File: config.mk
export PLATFORM = sky130hd
export DESIGN_NAME = layer_sequencer_flat
export DESIGN_NICKNAME = d
export VERILOG_FILES = /design/src/rtl/image_pkg.sv /design/src/rtl/layer_sequencer_if.sv /design/src/rtl/stage_counter.sv /design/src/rtl/layer_sequencer.sv /design/src/flat_wrapper.sv
export SDC_FILE = /design/constraint.sdc
export NUM_CORES = 1
export LEC_CHECK = 0
export BUFFER_PORTS_ARGS = -buffer_cell sky130_fd_sc_hd__buf_4
export CORE_MARGIN = 2
export CORE_UTILIZATION = 60
export DETAILED_ROUTE_END_ITERATION = 8
export PLACE_DENSITY = 0.81
export SYNTH_ARGS = -nofsm -noshare
export SYNTH_HDL_FRONTEND = slang
export SYNTH_SLANG_ARGS = --single-unit
export TNS_END_PERCENT = 50
File: constraint.sdc
create_clock -name clk -period 4.7 [get_ports clk]
set_input_delay 0.94 -clock clk [delete_from_list [all_inputs] [get_ports clk]]
set_output_delay 0.94 -clock clk [all_outputs]
set_load 0.1 [all_outputs]
File: src/rtl/image_pkg.sv
// image_pkg: shared state encoding and default geometry for the image pipeline.
package image_pkg;
   typedef enum logic [2:0] {
      IDLE  = 3'd0,
      CONV  = 3'd1,
      POOL  = 3'd2,
      SQZ   = 3'd3,
      SQGAP = 3'd4,
      DONE  = 3'd5
   } state_t;
   localparam int CONV1_OUT_DIM = 111;
   localparam int POOL_OUT_DIM  = 55;
   localparam int NUM_FIRES     = 8;
endpackage

File: src/rtl/layer_sequencer_if.sv
// layer_sequencer_if: valid strobes in, stage enables/addresses/status out.
interface layer_sequencer_if #(parameter int CNT_W = 32);
   logic             start;
   logic             conv1_valid;
   logic             pool_valid;
   logic             sq_valid;
   logic             conv1_en;
   logic             pool_en;
   logic             sq_en;
   logic [CNT_W-1:0] conv_addr;
   logic [CNT_W-1:0] pool_addr;
   logic [2:0]       firesel;
   logic             pp_bank;
   logic             busy;
   logic             done;
   logic [2:0]       state;
   modport master (
      input  start, conv1_valid, pool_valid, sq_valid,
      output conv1_en, pool_en, sq_en, conv_addr, pool_addr, firesel, pp_bank, busy, done, state
   );
   modport slave (
      output start, conv1_valid, pool_valid, sq_valid,
      input  conv1_en, pool_en, sq_en, conv_addr, pool_addr, firesel, pp_bank, busy, done, state
   );
endinterface

File: src/rtl/stage_counter.sv
// stage_counter: clearable up-counter whose last flag marks the increment reaching LIMIT.
module stage_counter #(
   parameter int          CNT_W = 32,
   parameter int unsigned LIMIT = 1
) (
   input  logic             clk,
   input  logic             rst,
   input  logic             clr,
   input  logic             inc,
   output logic [CNT_W-1:0] count,
   output logic             last
);
   assign last = inc && (count + CNT_W'(1) == CNT_W'(LIMIT));
   always_ff @(posedge clk)
      if (rst || clr) count <= '0;
      else if (inc)   count <= count + CNT_W'(1);
endmodule

File: src/rtl/layer_sequencer.sv
// layer_sequencer: steps conv1 -> pool -> squeeze per fire, generating write addresses
// from each stage's valid strobes and flipping the ping-pong bank between fires.
module layer_sequencer #(
   parameter int CONV1_OUTS = image_pkg::CONV1_OUT_DIM * image_pkg::CONV1_OUT_DIM,
   parameter int POOL_OUTS  = image_pkg::POOL_OUT_DIM * image_pkg::POOL_OUT_DIM,
   parameter int SQ_OUTS    = image_pkg::POOL_OUT_DIM * image_pkg::POOL_OUT_DIM,
   parameter int NUM_FIRES  = image_pkg::NUM_FIRES,
   parameter int CNT_W      = 32
) (
   input logic               clk,
   input logic               rst,
   layer_sequencer_if.master bus
);
   import image_pkg::*;
   state_t           state, nxt;
   logic             conv_last, pool_last, sq_last;
   logic             start_img;
   logic [2:0]       fire;
   logic             bank;
   logic [CNT_W-1:0] sq_cnt;
   assign start_img = (state == IDLE) && bus.start;
   stage_counter #(.CNT_W(CNT_W), .LIMIT(CONV1_OUTS)) u_conv (
      .clk(clk), .rst(rst), .clr(start_img), .inc(state == CONV && bus.conv1_valid),
      .count(bus.conv_addr), .last(conv_last)
   );
   stage_counter #(.CNT_W(CNT_W), .LIMIT(POOL_OUTS)) u_pool (
      .clk(clk), .rst(rst), .clr(start_img), .inc(state == POOL && bus.pool_valid),
      .count(bus.pool_addr), .last(pool_last)
   );
   stage_counter #(.CNT_W(CNT_W), .LIMIT(SQ_OUTS)) u_sq (
      .clk(clk), .rst(rst), .clr(start_img || state == SQGAP), .inc(state == SQZ && bus.sq_valid),
      .count(sq_cnt), .last(sq_last)
   );
   always_comb begin
      nxt = state;
      case (state)
         IDLE:    nxt = bus.start ? CONV : IDLE;
         CONV:    nxt = conv_last ? POOL : CONV;
         POOL:    nxt = pool_last ? SQZ : POOL;
         SQZ:     nxt = !sq_last ? SQZ : (fire == 3'(NUM_FIRES - 1)) ? DONE : SQGAP;
         SQGAP:   nxt = SQZ;
         default: nxt = IDLE;
      endcase
   end
   // outputs are registered from the next state so they line up with the state register
   always_ff @(posedge clk)
      if (rst) begin
         state        <= IDLE;
         bus.conv1_en <= 1'b0;
         bus.pool_en  <= 1'b0;
         bus.sq_en    <= 1'b0;
         bus.busy     <= 1'b0;
         bus.done     <= 1'b0;
         fire         <= '0;
         bank         <= 1'b0;
      end else begin
         state        <= nxt;
         bus.conv1_en <= nxt == CONV;
         bus.pool_en  <= nxt == POOL;
         bus.sq_en    <= nxt == SQZ;
         bus.busy     <= nxt != IDLE;
         bus.done     <= nxt == DONE;
         fire         <= start_img ? 3'd0 : (state == SQGAP) ? fire + 3'd1 : fire;
         bank         <= start_img ? 1'b0 : (state == SQGAP) ? ~bank : bank;
      end
   assign bus.state   = state;
   assign bus.firesel = fire;
   assign bus.pp_bank = bank;
endmodule

File: src/flat_wrapper.sv
// flat-port wrapper written by rule: the top's interface ports become plain ports
module layer_sequencer_flat import image_pkg::*;
#(
   parameter int CONV1_OUTS = image_pkg::CONV1_OUT_DIM * image_pkg::CONV1_OUT_DIM,
   parameter int POOL_OUTS  = image_pkg::POOL_OUT_DIM * image_pkg::POOL_OUT_DIM,
   parameter int SQ_OUTS    = image_pkg::POOL_OUT_DIM * image_pkg::POOL_OUT_DIM,
   parameter int NUM_FIRES  = image_pkg::NUM_FIRES,
   parameter int CNT_W      = 32
)
  (clk, rst, bus_start, bus_conv1_valid, bus_pool_valid, bus_sq_valid, bus_conv1_en, bus_pool_en, bus_sq_en, bus_conv_addr, bus_pool_addr, bus_firesel, bus_pp_bank, bus_busy, bus_done, bus_state);
  layer_sequencer_if #(.CNT_W(CNT_W)) bus_i ();
  input logic clk;
  input logic rst;
  input wire logic [$bits(bus_i.start)-1:0] bus_start;
  input wire logic [$bits(bus_i.conv1_valid)-1:0] bus_conv1_valid;
  input wire logic [$bits(bus_i.pool_valid)-1:0] bus_pool_valid;
  input wire logic [$bits(bus_i.sq_valid)-1:0] bus_sq_valid;
  output wire logic [$bits(bus_i.conv1_en)-1:0] bus_conv1_en;
  output wire logic [$bits(bus_i.pool_en)-1:0] bus_pool_en;
  output wire logic [$bits(bus_i.sq_en)-1:0] bus_sq_en;
  output wire logic [$bits(bus_i.conv_addr)-1:0] bus_conv_addr;
  output wire logic [$bits(bus_i.pool_addr)-1:0] bus_pool_addr;
  output wire logic [$bits(bus_i.firesel)-1:0] bus_firesel;
  output wire logic [$bits(bus_i.pp_bank)-1:0] bus_pp_bank;
  output wire logic [$bits(bus_i.busy)-1:0] bus_busy;
  output wire logic [$bits(bus_i.done)-1:0] bus_done;
  output wire logic [$bits(bus_i.state)-1:0] bus_state;
  assign bus_i.start = bus_start;
  assign bus_i.conv1_valid = bus_conv1_valid;
  assign bus_i.pool_valid = bus_pool_valid;
  assign bus_i.sq_valid = bus_sq_valid;
  assign bus_conv1_en = bus_i.conv1_en;
  assign bus_pool_en = bus_i.pool_en;
  assign bus_sq_en = bus_i.sq_en;
  assign bus_conv_addr = bus_i.conv_addr;
  assign bus_pool_addr = bus_i.pool_addr;
  assign bus_firesel = bus_i.firesel;
  assign bus_pp_bank = bus_i.pp_bank;
  assign bus_busy = bus_i.busy;
  assign bus_done = bus_i.done;
  assign bus_state = bus_i.state;
  layer_sequencer #(.CONV1_OUTS(CONV1_OUTS), .POOL_OUTS(POOL_OUTS), .SQ_OUTS(SQ_OUTS), .NUM_FIRES(NUM_FIRES), .CNT_W(CNT_W)) u_core (.clk(clk), .rst(rst), .bus(bus_i));
endmodule
==> impl_metrics.csv <==
group,metric,value,unit
route,wl_per_cell,16.1,µm
sta,maxSlewHeadroom,0.205,
cells_and_area,final_cell_mix,"120 x nor2_1, 108 x dfxtp_1, 83 x buf_4",
setup_path,worstPathRequired,4.99,ns
clock_network,cts_made_buffers,9,
floorplan,core,10400,µm²
synthesis,syn_nets,837,
synthesis,synth_cell_types,67,
synthesis,ys_seq_area_frac,0.337,
cells_and_area,nets,880,
worst_hold_path,min_path_type,"reg2reg",
floorplan,die_h,107,µm
synthesis,synth_edf_count,0,
synthesis,ys_warn_count,0,
clock_network,clock-root-buffer,"clkbuf_8",
placement,place_ws,1.48,ns
setup_path,critPathCaptureType,"flop",
global_route,grt_remaining_overflow,0,
route,dr.pass1.iters,5,
route,vias_per_cell,6.09,
sta,finalCritPeriodShare,0.710,
sta,layout_min_cycle_time,3.34,ns
setup_path,ff2ff_path_depth,10,
sta,timing.hold.ws,0.509,ns
placement,port_buffers,81,
placement,placedCellCount,991,
sta,fin_setup_tns,0,ns
power_and_ir_drop,peakVddDrop,0.000199,V
worst_hold_path,min_from,"u_core.u_sq.count[16]",
sta,fmax,300,MHz
setup_path,ff2ff_setup_slack,1.36,ns
route,routed_wl,16.2,mm
floorplan,fp-row-count,37,
power_and_ir_drop,p_per_area,222,nW/µm²
setup_path,crit_type,"reg2reg",
cells_and_area,num-fill-cells,918,
sta,finClkSkew,0.00640,ns
sta,timing_hold_violations_final,0,
setup_path,worst-path-buf-inv,0,
global_route,grt_max_degree,36,
clock_network,htreeDepth,3,
sta,slew_viol_final,0,
floorplan,fp.dieW,107,µm
power_and_ir_drop,power.leakage,2.47,nW
floorplan,dieArea,11500,µm²
clock_network,cts.clk_slew.worst_paths,0.10,ns
clock_network,cts_tree,"yes",
synthesis,synth_top_area_share,0.337,
clock_network,clock_path_buffers,2,
synthesis,synth_area_leader_cell,"dfxtp_1",
sta,setup_viol,0,
route,vias,6127,
synthesis,syn_area,6420,µm²
sta,fin_ws,1.36,ns
worst_hold_path,min_path_cells,2,
cells_and_area,layout_commonest_cell,"nor2_1",
synthesis,syn_inst,823,
global_route,grt_usage,0.289,
setup_path,r2r-end,"u_core.bus.conv1_en",
global_route,antenna_found_initial,0,
setup_path,crit_chain,"ha_1 -> nand2_1 -> nor4_1 -> and2_1 -> and4_1 -> o21ai_0 -> nor4_1 -> a31oi_1 -> o31a_4 -> nor4b_1",
setup_path,cpMaxStageDelayCell,"nor4_1",
synthesis,ys_seq_elements,108,
setup_path,cp_common_cell,"nor4_1",
setup_path,worst_ep_arrival_time,3.63,ns
synthesis,synth_area_leaders,"dfxtp_1 34%, xor2_1 8.2%, xnor2_1 7.4%",
setup_path,start_kind,"flop",
sta,rsz0062_at_grt,"false",
cells_and_area,antenna_cells_inserted,0,
clock_network,cts_setup_buffers,0,
clock_network,ctsHoldBuffers,0,
worst_hold_path,hold_end,"u_core.u_sq.count[16]",
clock_network,clock_sinks,108,
global_route,grt_pass1_vias,5698,
run_status,status,"finished, final reports clean",
setup_path,critical-path-max-stage-delay,0.58,ns
flow_run,cap_viol_max_count,0,
route,drc_errors,0,
setup_path,critPathTopFamily,"simple AND/OR/NAND/NOR gates",
cells_and_area,synthToLayoutAreaGrowth,12.1,%
placement,gp_routability_congestion,0.941,
placement,dp_hpwl,11.8,mm
power_and_ir_drop,total_power,1.60,mW
floorplan,pin_count,82,
synthesis,synth.avg_cell_area,7.80,µm²
route,ant_nets,0,
cells_and_area,layout-drive-gt1-share,0.136,
synthesis,ys_async_sr_fraction,0,
floorplan,start_util,0.619,
sta,worst_pin_slew,1.19,ns
clock_network,ctsResizeCount,0,
global_route,grt_pass1_wl,27.2,mm
route,drt_iter0_markers,425,
cells_and_area,fin_cells,1006,
setup_path,critPathMaxFanout,10,
setup_path,r2r-start,"u_core.u_pool.count[0]",
synthesis,ys.flop_type,"dfxtp_1",
clock_network,insertion_delay,0.39,ns
-- worst reg2reg max path, delay by kind of cell, from the launching register on --
kind | cells | cell delay (ns)
simple gates | 6 | 1.96
flops | 1 | 0.45
fa+ha+maj | 1 | 0.38
compound gates | 3 | 0.46
-- how the worst max path moves through the flow --
stage	endpoint	slack, ns	startpoint	depth (start not counted)
2_1_floorplan	u_core.bus.pool_en	1.11	u_core.u_conv.count[12]	11
3_3_place_gp	u_core.bus.pool_en	1.67	u_core.u_conv.count[8]	9
3_5_place_dp	u_core.bus.conv1_en	1.48	u_core.u_pool.count[0]	10
4_1_cts	u_core.bus.conv1_en	1.44	u_core.u_pool.count[0]	10
5_1_grt	u_core.bus.conv1_en	1.09	u_core.u_pool.count[0]	10
6_report	u_core.bus.conv1_en	1.36	u_core.u_pool.count[0]	10
-- cells in the mapped netlist (all sizes together), types with 17 or more instances --
cell and n:
nor3 31, a21oi 26, nand2 63, buf 17
nand4 30, xnor2 54, clkbuf 34, or3 27
and3 23, nand3 51, nor4 19, dfxtp 108
nor2 120, o21ai 26, xor2 60
-- metrics by stage --
stage	utilization	cell area, µm²
floorplan	-	6420
global placement	0.675	7000
detailed placement	0.675	7000
CTS	0.694	7200
global route	0.694	7200
finish	0.694	7200
-- flip-flops by register name, summed over array words and instances, names as in the netlist, 3 cells and up --
register             flops
u_core.u_sq.count       32
u_core.bus.firesel       3
u_core.u_pool.count     32
u_core.bus.state         3
u_core.u_conv.count     32
-- power breakdown --
part           switching [mW]  total, mW  internal [mW]  leakage (nW)
clock                   0.310      0.609          0.299        0.0977
combinational          0.0555     0.0707         0.0152          1.50
sequential            0.00180      0.919          0.917         0.870
-- cell type report --
cell class	count	area [µm²]	area share
timing repair buffer	83	623	0.0866
inverter	14	52.6	0.00730
clock inverter	2	60.1	0.00834
multi-input combinational	650	3990	0.554
tap	136	170	0.0236
sequential	108	2160	0.300
clock buffer	13	139	0.0193
-- metal layers --
layer  vias up  global-route usage  routed length [µm]  part of all wire
li1       2975                   -                   -                 -
met1      2938               0.372                7110              0.44
met2       188               0.483                7990              0.49
met3        26              0.0642                 856             0.053
met4         0              0.0934                 274             0.017
met5         -                   0                   0                 0
-- kinds of logic after synthesis --
family,count (synthesis),share of synthesized area
multiplexers,4,0.00643
buffers and inverters,65,0.0417
AND/OR/NAND/NOR,422,0.342
flip-flops,108,0.337
AO/OA/AOI/OAI,102,0.102
adder cells (fa/ha/maj),8,0.0156
XOR/XNOR,114,0.156
Note: power is estimated with default switching activity, not from simulation.
